--- config.mk ---
export PLATFORM = sky130hd
export DESIGN_NAME = axis_test_pattern_gen_flat
export DESIGN_NICKNAME = d
export VERILOG_FILES = /design/src/rtl/axis_test_pattern_gen_if.sv /design/src/rtl/axis_test_pattern_gen.sv /design/src/flat_wrapper.sv
export SDC_FILE = /design/constraint.sdc
export NUM_CORES = 1
export LEC_CHECK = 0
export CORE_MARGIN = 2
export CORE_UTILIZATION = 30
export CTS_BUF_LIST = sky130_fd_sc_hd__clkbuf_16
export DETAILED_ROUTE_END_ITERATION = 12
export GPL_TIMING_DRIVEN = 0
export SLEW_MARGIN = 5
export SYNTH_ARGS = -nofsm -noshare
export SYNTH_HDL_FRONTEND = slang
export SYNTH_SLANG_ARGS = --single-unit
--- constraint.sdc ---
create_clock -name i_axi_clk -period 6.1 [get_ports i_axi_clk]
set_input_delay 0.915 -clock i_axi_clk [delete_from_list [all_inputs] [get_ports i_axi_clk]]
set_output_delay 0.915 -clock i_axi_clk [all_outputs]
set_load 0.1 [all_outputs]
--- src/rtl/axis_test_pattern_gen_if.sv ---
// AXI-Stream video bus carrying start-of-frame on tuser and end-of-line on tlast.
// The pattern generator drives the master side; the downstream consumer owns tready.
interface axis_test_pattern_gen_if #(
  parameter int DATA_WIDTH = 8
);
  logic                  tuser;
  logic                  tvalid;
  logic                  tready;
  logic                  tlast;
  logic [DATA_WIDTH-1:0] tdata;

  modport master (output tuser, output tvalid, output tlast, output tdata, input tready);
  modport slave  (input tuser, input tvalid, input tlast, input tdata, output tready);
endinterface

--- src/rtl/axis_test_pattern_gen.sv ---
// Synthetic video source: emits whole frames (x, y, checker or frame-count patterns)
// with an optional idle gap between frames, fully honouring downstream backpressure.
module axis_test_pattern_gen #(
  parameter int IMG_WIDTH_MAX   = 16,
  parameter int IMG_HEIGHT_MAX  = 16,
  parameter int AXIS_DATA_WIDTH = 8
) (
  input  logic                      i_axi_clk,
  input  logic                      i_axi_rst,
  input  logic                      i_enable,
  input  logic [IMG_WIDTH_MAX-1:0]  i_width,
  input  logic [IMG_HEIGHT_MAX-1:0] i_height,
  input  logic [1:0]                i_pattern,
  input  logic [31:0]               i_frame_gap,
  axis_test_pattern_gen_if.master   axis_out,
  output logic [31:0]               o_frame_count,
  output logic                      o_busy
);

  typedef enum logic [1:0] {S_IDLE, S_ACTIVE, S_GAP} state_t;

  localparam logic [IMG_WIDTH_MAX-1:0]  X_ONE  = IMG_WIDTH_MAX'(1);
  localparam logic [IMG_HEIGHT_MAX-1:0] Y_ONE  = IMG_HEIGHT_MAX'(1);
  // Masks selecting coordinate bit 3; they collapse to zero on narrow counters.
  localparam logic [IMG_WIDTH_MAX-1:0]  X_BIT3 = IMG_WIDTH_MAX'(8);
  localparam logic [IMG_HEIGHT_MAX-1:0] Y_BIT3 = IMG_HEIGHT_MAX'(8);

  state_t                     r_state, w_state_next;
  logic [IMG_WIDTH_MAX-1:0]   r_x, w_x_next, r_w, w_w_next;
  logic [IMG_HEIGHT_MAX-1:0]  r_y, w_y_next, r_h, w_h_next;
  logic [1:0]                 r_pat, w_pat_next;
  logic [31:0]                r_gap, w_gap_next;
  logic [31:0]                r_gap_cnt, w_gap_cnt_next;
  logic [31:0]                r_frame_count, w_frame_count_next;
  logic                       r_tvalid, w_tvalid_next;
  logic                       r_tuser, w_tuser_next;
  logic                       r_tlast, w_tlast_next;
  logic [AXIS_DATA_WIDTH-1:0] r_tdata, w_tdata_next;
  logic                       r_busy, w_busy_next;

  logic        w_start_ok;
  logic        w_xfer;
  logic        w_last_x;
  logic        w_last_y;
  logic        w_do_start;
  logic [31:0] w_start_fc;

  function automatic logic [AXIS_DATA_WIDTH-1:0] f_pixel(
    input logic [IMG_WIDTH_MAX-1:0]  x,
    input logic [IMG_HEIGHT_MAX-1:0] y,
    input logic [1:0]                pat,
    input logic [31:0]               fc
  );
    logic [AXIS_DATA_WIDTH-1:0] pix;
    case (pat)
      2'd0:    pix = AXIS_DATA_WIDTH'(x);
      2'd1:    pix = AXIS_DATA_WIDTH'(y);
      2'd2:    pix = ((|(x & X_BIT3)) ^ (|(y & Y_BIT3))) ? '1 : '0;
      default: pix = AXIS_DATA_WIDTH'(fc);
    endcase
    return pix;
  endfunction

  always_ff @(posedge i_axi_clk) begin
    if (i_axi_rst) begin
      r_state       <= S_IDLE;
      r_x           <= '0;
      r_y           <= '0;
      r_w           <= '0;
      r_h           <= '0;
      r_pat         <= '0;
      r_gap         <= '0;
      r_gap_cnt     <= '0;
      r_frame_count <= '0;
      r_tvalid      <= 1'b0;
      r_tuser       <= 1'b0;
      r_tlast       <= 1'b0;
      r_tdata       <= '0;
      r_busy        <= 1'b0;
    end else begin
      r_state       <= w_state_next;
      r_x           <= w_x_next;
      r_y           <= w_y_next;
      r_w           <= w_w_next;
      r_h           <= w_h_next;
      r_pat         <= w_pat_next;
      r_gap         <= w_gap_next;
      r_gap_cnt     <= w_gap_cnt_next;
      r_frame_count <= w_frame_count_next;
      r_tvalid      <= w_tvalid_next;
      r_tuser       <= w_tuser_next;
      r_tlast       <= w_tlast_next;
      r_tdata       <= w_tdata_next;
      r_busy        <= w_busy_next;
    end
  end

  always_comb begin
    w_start_ok = i_enable && (i_width != '0) && (i_height != '0);
    w_xfer     = r_tvalid && axis_out.tready;
    w_last_x   = (r_x == r_w - X_ONE);
    w_last_y   = (r_y == r_h - Y_ONE);
    w_do_start = 1'b0;
    w_start_fc = r_frame_count;

    w_state_next       = r_state;
    w_x_next           = r_x;
    w_y_next           = r_y;
    w_w_next           = r_w;
    w_h_next           = r_h;
    w_pat_next         = r_pat;
    w_gap_next         = r_gap;
    w_gap_cnt_next     = r_gap_cnt;
    w_frame_count_next = r_frame_count;
    w_tvalid_next      = r_tvalid;
    w_tuser_next       = r_tuser;
    w_tlast_next       = r_tlast;
    w_tdata_next       = r_tdata;
    w_busy_next        = r_busy;

    case (r_state)
      S_IDLE: begin
        w_do_start = w_start_ok;
      end

      S_ACTIVE: begin
        if (w_xfer) begin
          if (w_last_x && w_last_y) begin
            w_frame_count_next = r_frame_count + 32'd1;
            w_start_fc         = r_frame_count + 32'd1;
            w_tvalid_next      = 1'b0;
            w_tuser_next       = 1'b0;
            w_tlast_next       = 1'b0;
            w_tdata_next       = '0;
            if (r_gap != 32'd0) begin
              w_state_next   = S_GAP;
              w_gap_cnt_next = r_gap - 32'd1;
            end else if (w_start_ok) begin
              w_do_start = 1'b1;
            end else begin
              w_state_next = S_IDLE;
              w_busy_next  = 1'b0;
            end
          end else begin
            w_x_next     = w_last_x ? '0 : r_x + X_ONE;
            w_y_next     = w_last_x ? r_y + Y_ONE : r_y;
            w_tuser_next = 1'b0;
            w_tlast_next = (w_x_next == r_w - X_ONE);
            w_tdata_next = f_pixel(w_x_next, w_y_next, r_pat, r_frame_count);
          end
        end
      end

      S_GAP: begin
        // The gap's final cycle doubles as the frame-boundary enable check.
        if (r_gap_cnt == 32'd0) begin
          if (w_start_ok) begin
            w_do_start = 1'b1;
          end else begin
            w_state_next = S_IDLE;
            w_busy_next  = 1'b0;
          end
        end else begin
          w_gap_cnt_next = r_gap_cnt - 32'd1;
        end
      end

      default: begin
        w_state_next = S_IDLE;
      end
    endcase

    if (w_do_start) begin
      w_state_next  = S_ACTIVE;
      w_w_next      = i_width;
      w_h_next      = i_height;
      w_pat_next    = i_pattern;
      w_gap_next    = i_frame_gap;
      w_x_next      = '0;
      w_y_next      = '0;
      w_tvalid_next = 1'b1;
      w_tuser_next  = 1'b1;
      w_tlast_next  = (i_width == X_ONE);
      w_tdata_next  = f_pixel('0, '0, i_pattern, w_start_fc);
      w_busy_next   = 1'b1;
    end
  end

  assign axis_out.tvalid = r_tvalid;
  assign axis_out.tuser  = r_tuser;
  assign axis_out.tlast  = r_tlast;
  assign axis_out.tdata  = r_tdata;
  assign o_frame_count   = r_frame_count;
  assign o_busy          = r_busy;

endmodule

--- src/flat_wrapper.sv ---
// flat-port wrapper written by rule: the top's interface ports become plain ports
module axis_test_pattern_gen_flat 
#(
  parameter int IMG_WIDTH_MAX   = 16,
  parameter int IMG_HEIGHT_MAX  = 16,
  parameter int AXIS_DATA_WIDTH = 8
)
  (i_axi_clk, i_axi_rst, i_enable, i_width, i_height, i_pattern, i_frame_gap, o_frame_count, o_busy, axis_out_tuser, axis_out_tvalid, axis_out_tlast, axis_out_tdata, axis_out_tready);
  axis_test_pattern_gen_if #(.DATA_WIDTH(8)) axis_out_i ();
  input  logic i_axi_clk;
  input  logic i_axi_rst;
  input  logic i_enable;
  input  logic [IMG_WIDTH_MAX-1:0] i_width;
  input  logic [IMG_HEIGHT_MAX-1:0] i_height;
  input  logic [1:0] i_pattern;
  input  logic [31:0] i_frame_gap;
  output logic [31:0] o_frame_count;
  output logic o_busy;
  output wire logic [$bits(axis_out_i.tuser)-1:0] axis_out_tuser;
  output wire logic [$bits(axis_out_i.tvalid)-1:0] axis_out_tvalid;
  output wire logic [$bits(axis_out_i.tlast)-1:0] axis_out_tlast;
  output wire logic [$bits(axis_out_i.tdata)-1:0] axis_out_tdata;
  input wire logic [$bits(axis_out_i.tready)-1:0] axis_out_tready;
  assign axis_out_tuser = axis_out_i.tuser;
  assign axis_out_tvalid = axis_out_i.tvalid;
  assign axis_out_tlast = axis_out_i.tlast;
  assign axis_out_tdata = axis_out_i.tdata;
  assign axis_out_i.tready = axis_out_tready;
  axis_test_pattern_gen #(.IMG_WIDTH_MAX(IMG_WIDTH_MAX), .IMG_HEIGHT_MAX(IMG_HEIGHT_MAX), .AXIS_DATA_WIDTH(AXIS_DATA_WIDTH)) u_core (.i_axi_clk(i_axi_clk), .i_axi_rst(i_axi_rst), .i_enable(i_enable), .i_width(i_width), .i_height(i_height), .i_pattern(i_pattern), .i_frame_gap(i_frame_gap), .axis_out(axis_out_i), .o_frame_count(o_frame_count), .o_busy(o_busy));
endmodule
==> run metrics <==
classification of the worst setup path register to register; critical path endpoint category register; hold_sp u_core.r_gap[21]$_SDFFE_PP0N_; setup repair after global routing missed its margin false; minimum setup slack in the final design 0.608 ns; maximum clock skew at final layout 0.0125 ns; setup violation total in the final timing report 0; Cells on Worst Hold Path 2; Post-CTS Hold Buffers 0; count of flip-flops with a built-in enable after synthesis 0; final clock period utilization by the worst path 90.0%; Final Hold Vio Count 0; CP max stage cell sky130_fd_sc_hd__or3_1; antenna violations before repair 1; I/O Pins 114; biggest fanout along the worst timing path 19; first-pass GRT wire length 58900 microns; average wire length per cell after detail routing 18.0 microns; number of buffers on the longest clock path 2; power density relative to cell area roughly 230 nW/um^2; critical register-to-register path endpoint u_core.r_gap_cnt[28]$_SDFFE_PP0P_; area of the core 36600 sq um; number of vias per cell about 5.5; sink count of the clock tree 176; sum of negative setup slack 0 ns; final antenna-violating net count 0; number of distinct library cells after synthesis 79; r2r startpoint u_core.r_state[1]$_SDFFE_PP0P_; required time worst endpoint 6.46 ns; placement row count 70; Die Span Y slightly below 200 microns; Worst Setup Slack post-DPL -0.0341 ns; HPWL reported at the end of detailed placement 28700 microns; vias in the first global route 10.8k; crit path time final 5.49 ns; largest cells by area after synthesis sky130_fd_sc_hd__dfxtp_1, sky130_fd_sc_hd__nand2_1, sky130_fd_sc_hd__a21oi_1; GRT Resource Usage Total 19.3%; R2R setup slack 0.61 ns; number of nets in the final layout 1685; starting density of the core 30.5%; worst vdd rail ir drop approximately 200 uV; fraction of the yosys area taken by sequential cells 31.6%; largest stage delay on the critical path 0.49 ns; Hold WS 0.487 ns; worst hold endpoint u_core.r_gap[21]$_SDFFE_PP0N_; synthesized net count ~1.6k; run status complete, no violations; most numerous cell in the Yosys netlist sky130_fd_sc_hd__nand2_1; count of filler cells inserted in the layout 3861; total iterations of the first detailed-routing run 6; antenna fix cells 0; number of max-cap violations 0; Data arrival, critical path approximately 5.9 ns; leading post-synthesis cells by instance count sky130_fd_sc_hd__nand2_1, sky130_fd_sc_hd__dfxtp_1, sky130_fd_sc_hd__a21oi_1, sky130_fd_sc_hd__nor2_1, sky130_fd_sc_hd__clkbuf_1; depth of the CTS H-tree 4; clock latency at the later pin of the worst-skew pair 0.45 ns; number of CTS-inserted buffers 17; summed instance area of the synthesized netlist 11200 sq um; post-synthesis instance total 1474; full die area 38800 sq um; GR Overflow Total 0; critical path startpoint category register; total via count after detailed routing ~11k; Worst setup startpoint u_core.r_state[1]$_SDFFE_PP0P_; Lkg Pwr 0.00458 uW; area fraction of the dominant cell type after synthesis 31.6%; cells along the critical path ha_1, clkbuf_1, clkbuf_1, clkbuf_1, clkbuf_2, buf_2, mux2i_1, ha_1, o221ai_1, or3_1, nand4b_1, nor2b_1, nand2_1, nor2_1, xor2_1, mux2i_1, a211oi_1; cell type contributing the most total cell area after synthesis sky130_fd_sc_hd__dfxtp_1; Worst-Margin Slew approximately 1.1 ns; die width about 200 microns; maximum number of pins on one net before global-route repair 17; ys flop type sky130_fd_sc_hd__dfxtp_1; Port Buffer Count around 110; class of the worst hold path register to register; relative area change from synthesis to final layout 20.6%; clk root buf sky130_fd_sc_hd__clkbuf_16; Avg Synthesized Cell Area 7.58 sq um; crit-path most repeated cell sky130_fd_sc_hd__clkbuf_1; Worst-path clk slew approximately 0.07 ns; clock tree from TritonCTS built; final max-slew violation count 0; Remaining DRCs 0; ys async rst share 0%; number of cell instances on the worst register-to-register path 17; tightest slew margin relative to the limit 29.1%; total wire length after detailed routing 37600 microns; upper clock frequency limit 182 MHz; synthesis-stage register bit count about 180; total power consumption of the routed design 3050 uW; count of routing violations after the opening detailed-route iteration ~900; GPL Wtd Cong 0.886; warnings from Yosys 0; share of layout cells above drive strength 1 5.62%
worst max path at each step:
stage                                        endpoint  slack [ns]  cells after the start
finish              u_core.r_gap_cnt[28]$_SDFFE_PP0P_        0.61                     17
global placement    u_core.r_gap_cnt[28]$_SDFFE_PP0P_      -0.006                     18
detailed placement  u_core.r_gap_cnt[28]$_SDFFE_PP0P_       -0.03                     18
floorplan           u_core.r_gap_cnt[28]$_SDFFE_PP0P_        1.43                     19
CTS                 u_core.r_gap_cnt[28]$_SDFFE_PP0P_        0.15                     18
global route        u_core.r_gap_cnt[28]$_SDFFE_PP0P_        0.21                     18
sequential cells by signal, summed over array words and instances, names as in the netlist, 8 cells and up:
name                   flops
u_core.axis_out.tdata      8
u_core.r_w                16
u_core.r_x                16
u_core.r_h                16
u_core.r_gap              32
u_core.o_frame_count      32
u_core.r_gap_cnt          32
u_core.r_y                16
layout make-up:
cell class                      instances  area, sq um  area share [%]
Clock inverter                         15          156            1.16
Clock buffer                           17          425            3.16
Inverter                               28          105           0.781
Timing Repair Buffer                  113         1130            8.40
Multi-Input combinational cell       1168         7130            52.9
Buffer                                101          409            3.04
Tap cell                              468          586            4.35
Sequential cell                       176         3520            26.2
worst max-delay path, delay by kind of cell (launching register included):
kind | cells | cell delay, ns
buf+inv | 5 | 2.03
mux | 2 | 0.33
compound gates | 2 | 0.54
xor+xnor | 1 | 0.16
simple gates | 5 | 1.44
fa+ha+maj | 2 | 0.46
flops | 1 | 0.42
metrics by stage:
stage,cells,util (%),area [sq um]
2_1_floorplan,1474,-,11200
3_3_place_gp,2055,35.2,12900
3_5_place_dp,2055,35.2,12900
4_1_cts,2087,36.8,13500
5_1_grt,2086,36.8,13500
6_report,2086,36.8,13500
metal layers:
layer,global-route usage (%),routed length [microns],vias up
met4,7.52,1250,0
met5,0,0,-
met1,24.8,16300,5344
met2,32.2,17600,400
li1,-,-,5570
met3,3.51,2400,74
kinds of logic (layout without fill, tap and decap cells):
logic type | Yosys count | after routing | share of synthesized area (%)
simple gates | 662 | 662 | 30.0
compound gates | 336 | 336 | 19.2
flops | 176 | 176 | 31.6
buf+inv | 130 | 274 | 4.62
xor+xnor | 117 | 117 | 9.55
mux | 42 | 42 | 3.82
fa+ha+maj | 11 | 11 | 1.21
report_power, final:
part / leakage (uW) / switching (uW) / internal, uW
Sequential: 0.00143 / 62.2 / 1200
Clock: 0.000291 / 510 / 610
Combinational: 0.00285 / 413 / 258
Total: 0.00458 / 985 / 2060
cells in the final DEF, fill, tap and decap left out, types with 19 or more instances in the layout:
| cell | Yosys | routed |
|---|---|---|
| sky130_fd_sc_hd__nand2_1 | 223 | 223 |
| sky130_fd_sc_hd__dfxtp_1 | 176 | 176 |
| sky130_fd_sc_hd__nor2_1 | 132 | 132 |
| sky130_fd_sc_hd__a21oi_1 | 132 | 132 |
| sky130_fd_sc_hd__clkdlybuf4s50_1 | 0 | 113 |
| sky130_fd_sc_hd__clkbuf_1 | 82 | 80 |
| sky130_fd_sc_hd__o21ai_0 | 60 | 60 |
| sky130_fd_sc_hd__xnor2_1 | 59 | 59 |
| sky130_fd_sc_hd__xor2_1 | 55 | 55 |
| sky130_fd_sc_hd__nor3_1 | 52 | 52 |
| sky130_fd_sc_hd__nand3_1 | 40 | 40 |
| sky130_fd_sc_hd__mux2i_1 | 37 | 37 |
| sky130_fd_sc_hd__or3_1 | 31 | 31 |
| sky130_fd_sc_hd__nor4_1 | 30 | 30 |
| sky130_fd_sc_hd__inv_1 | 28 | 29 |
| sky130_fd_sc_hd__nand4_1 | 26 | 26 |
| sky130_fd_sc_hd__and3_1 | 23 | 23 |
| sky130_fd_sc_hd__o211ai_1 | 19 | 19 |
what timing repair did:
item	CTS	global route
buffers inserted	0	0
gates resized for setup	1	2
setup endpoints to repair	1	5
(Power assumes the default switching activity.)
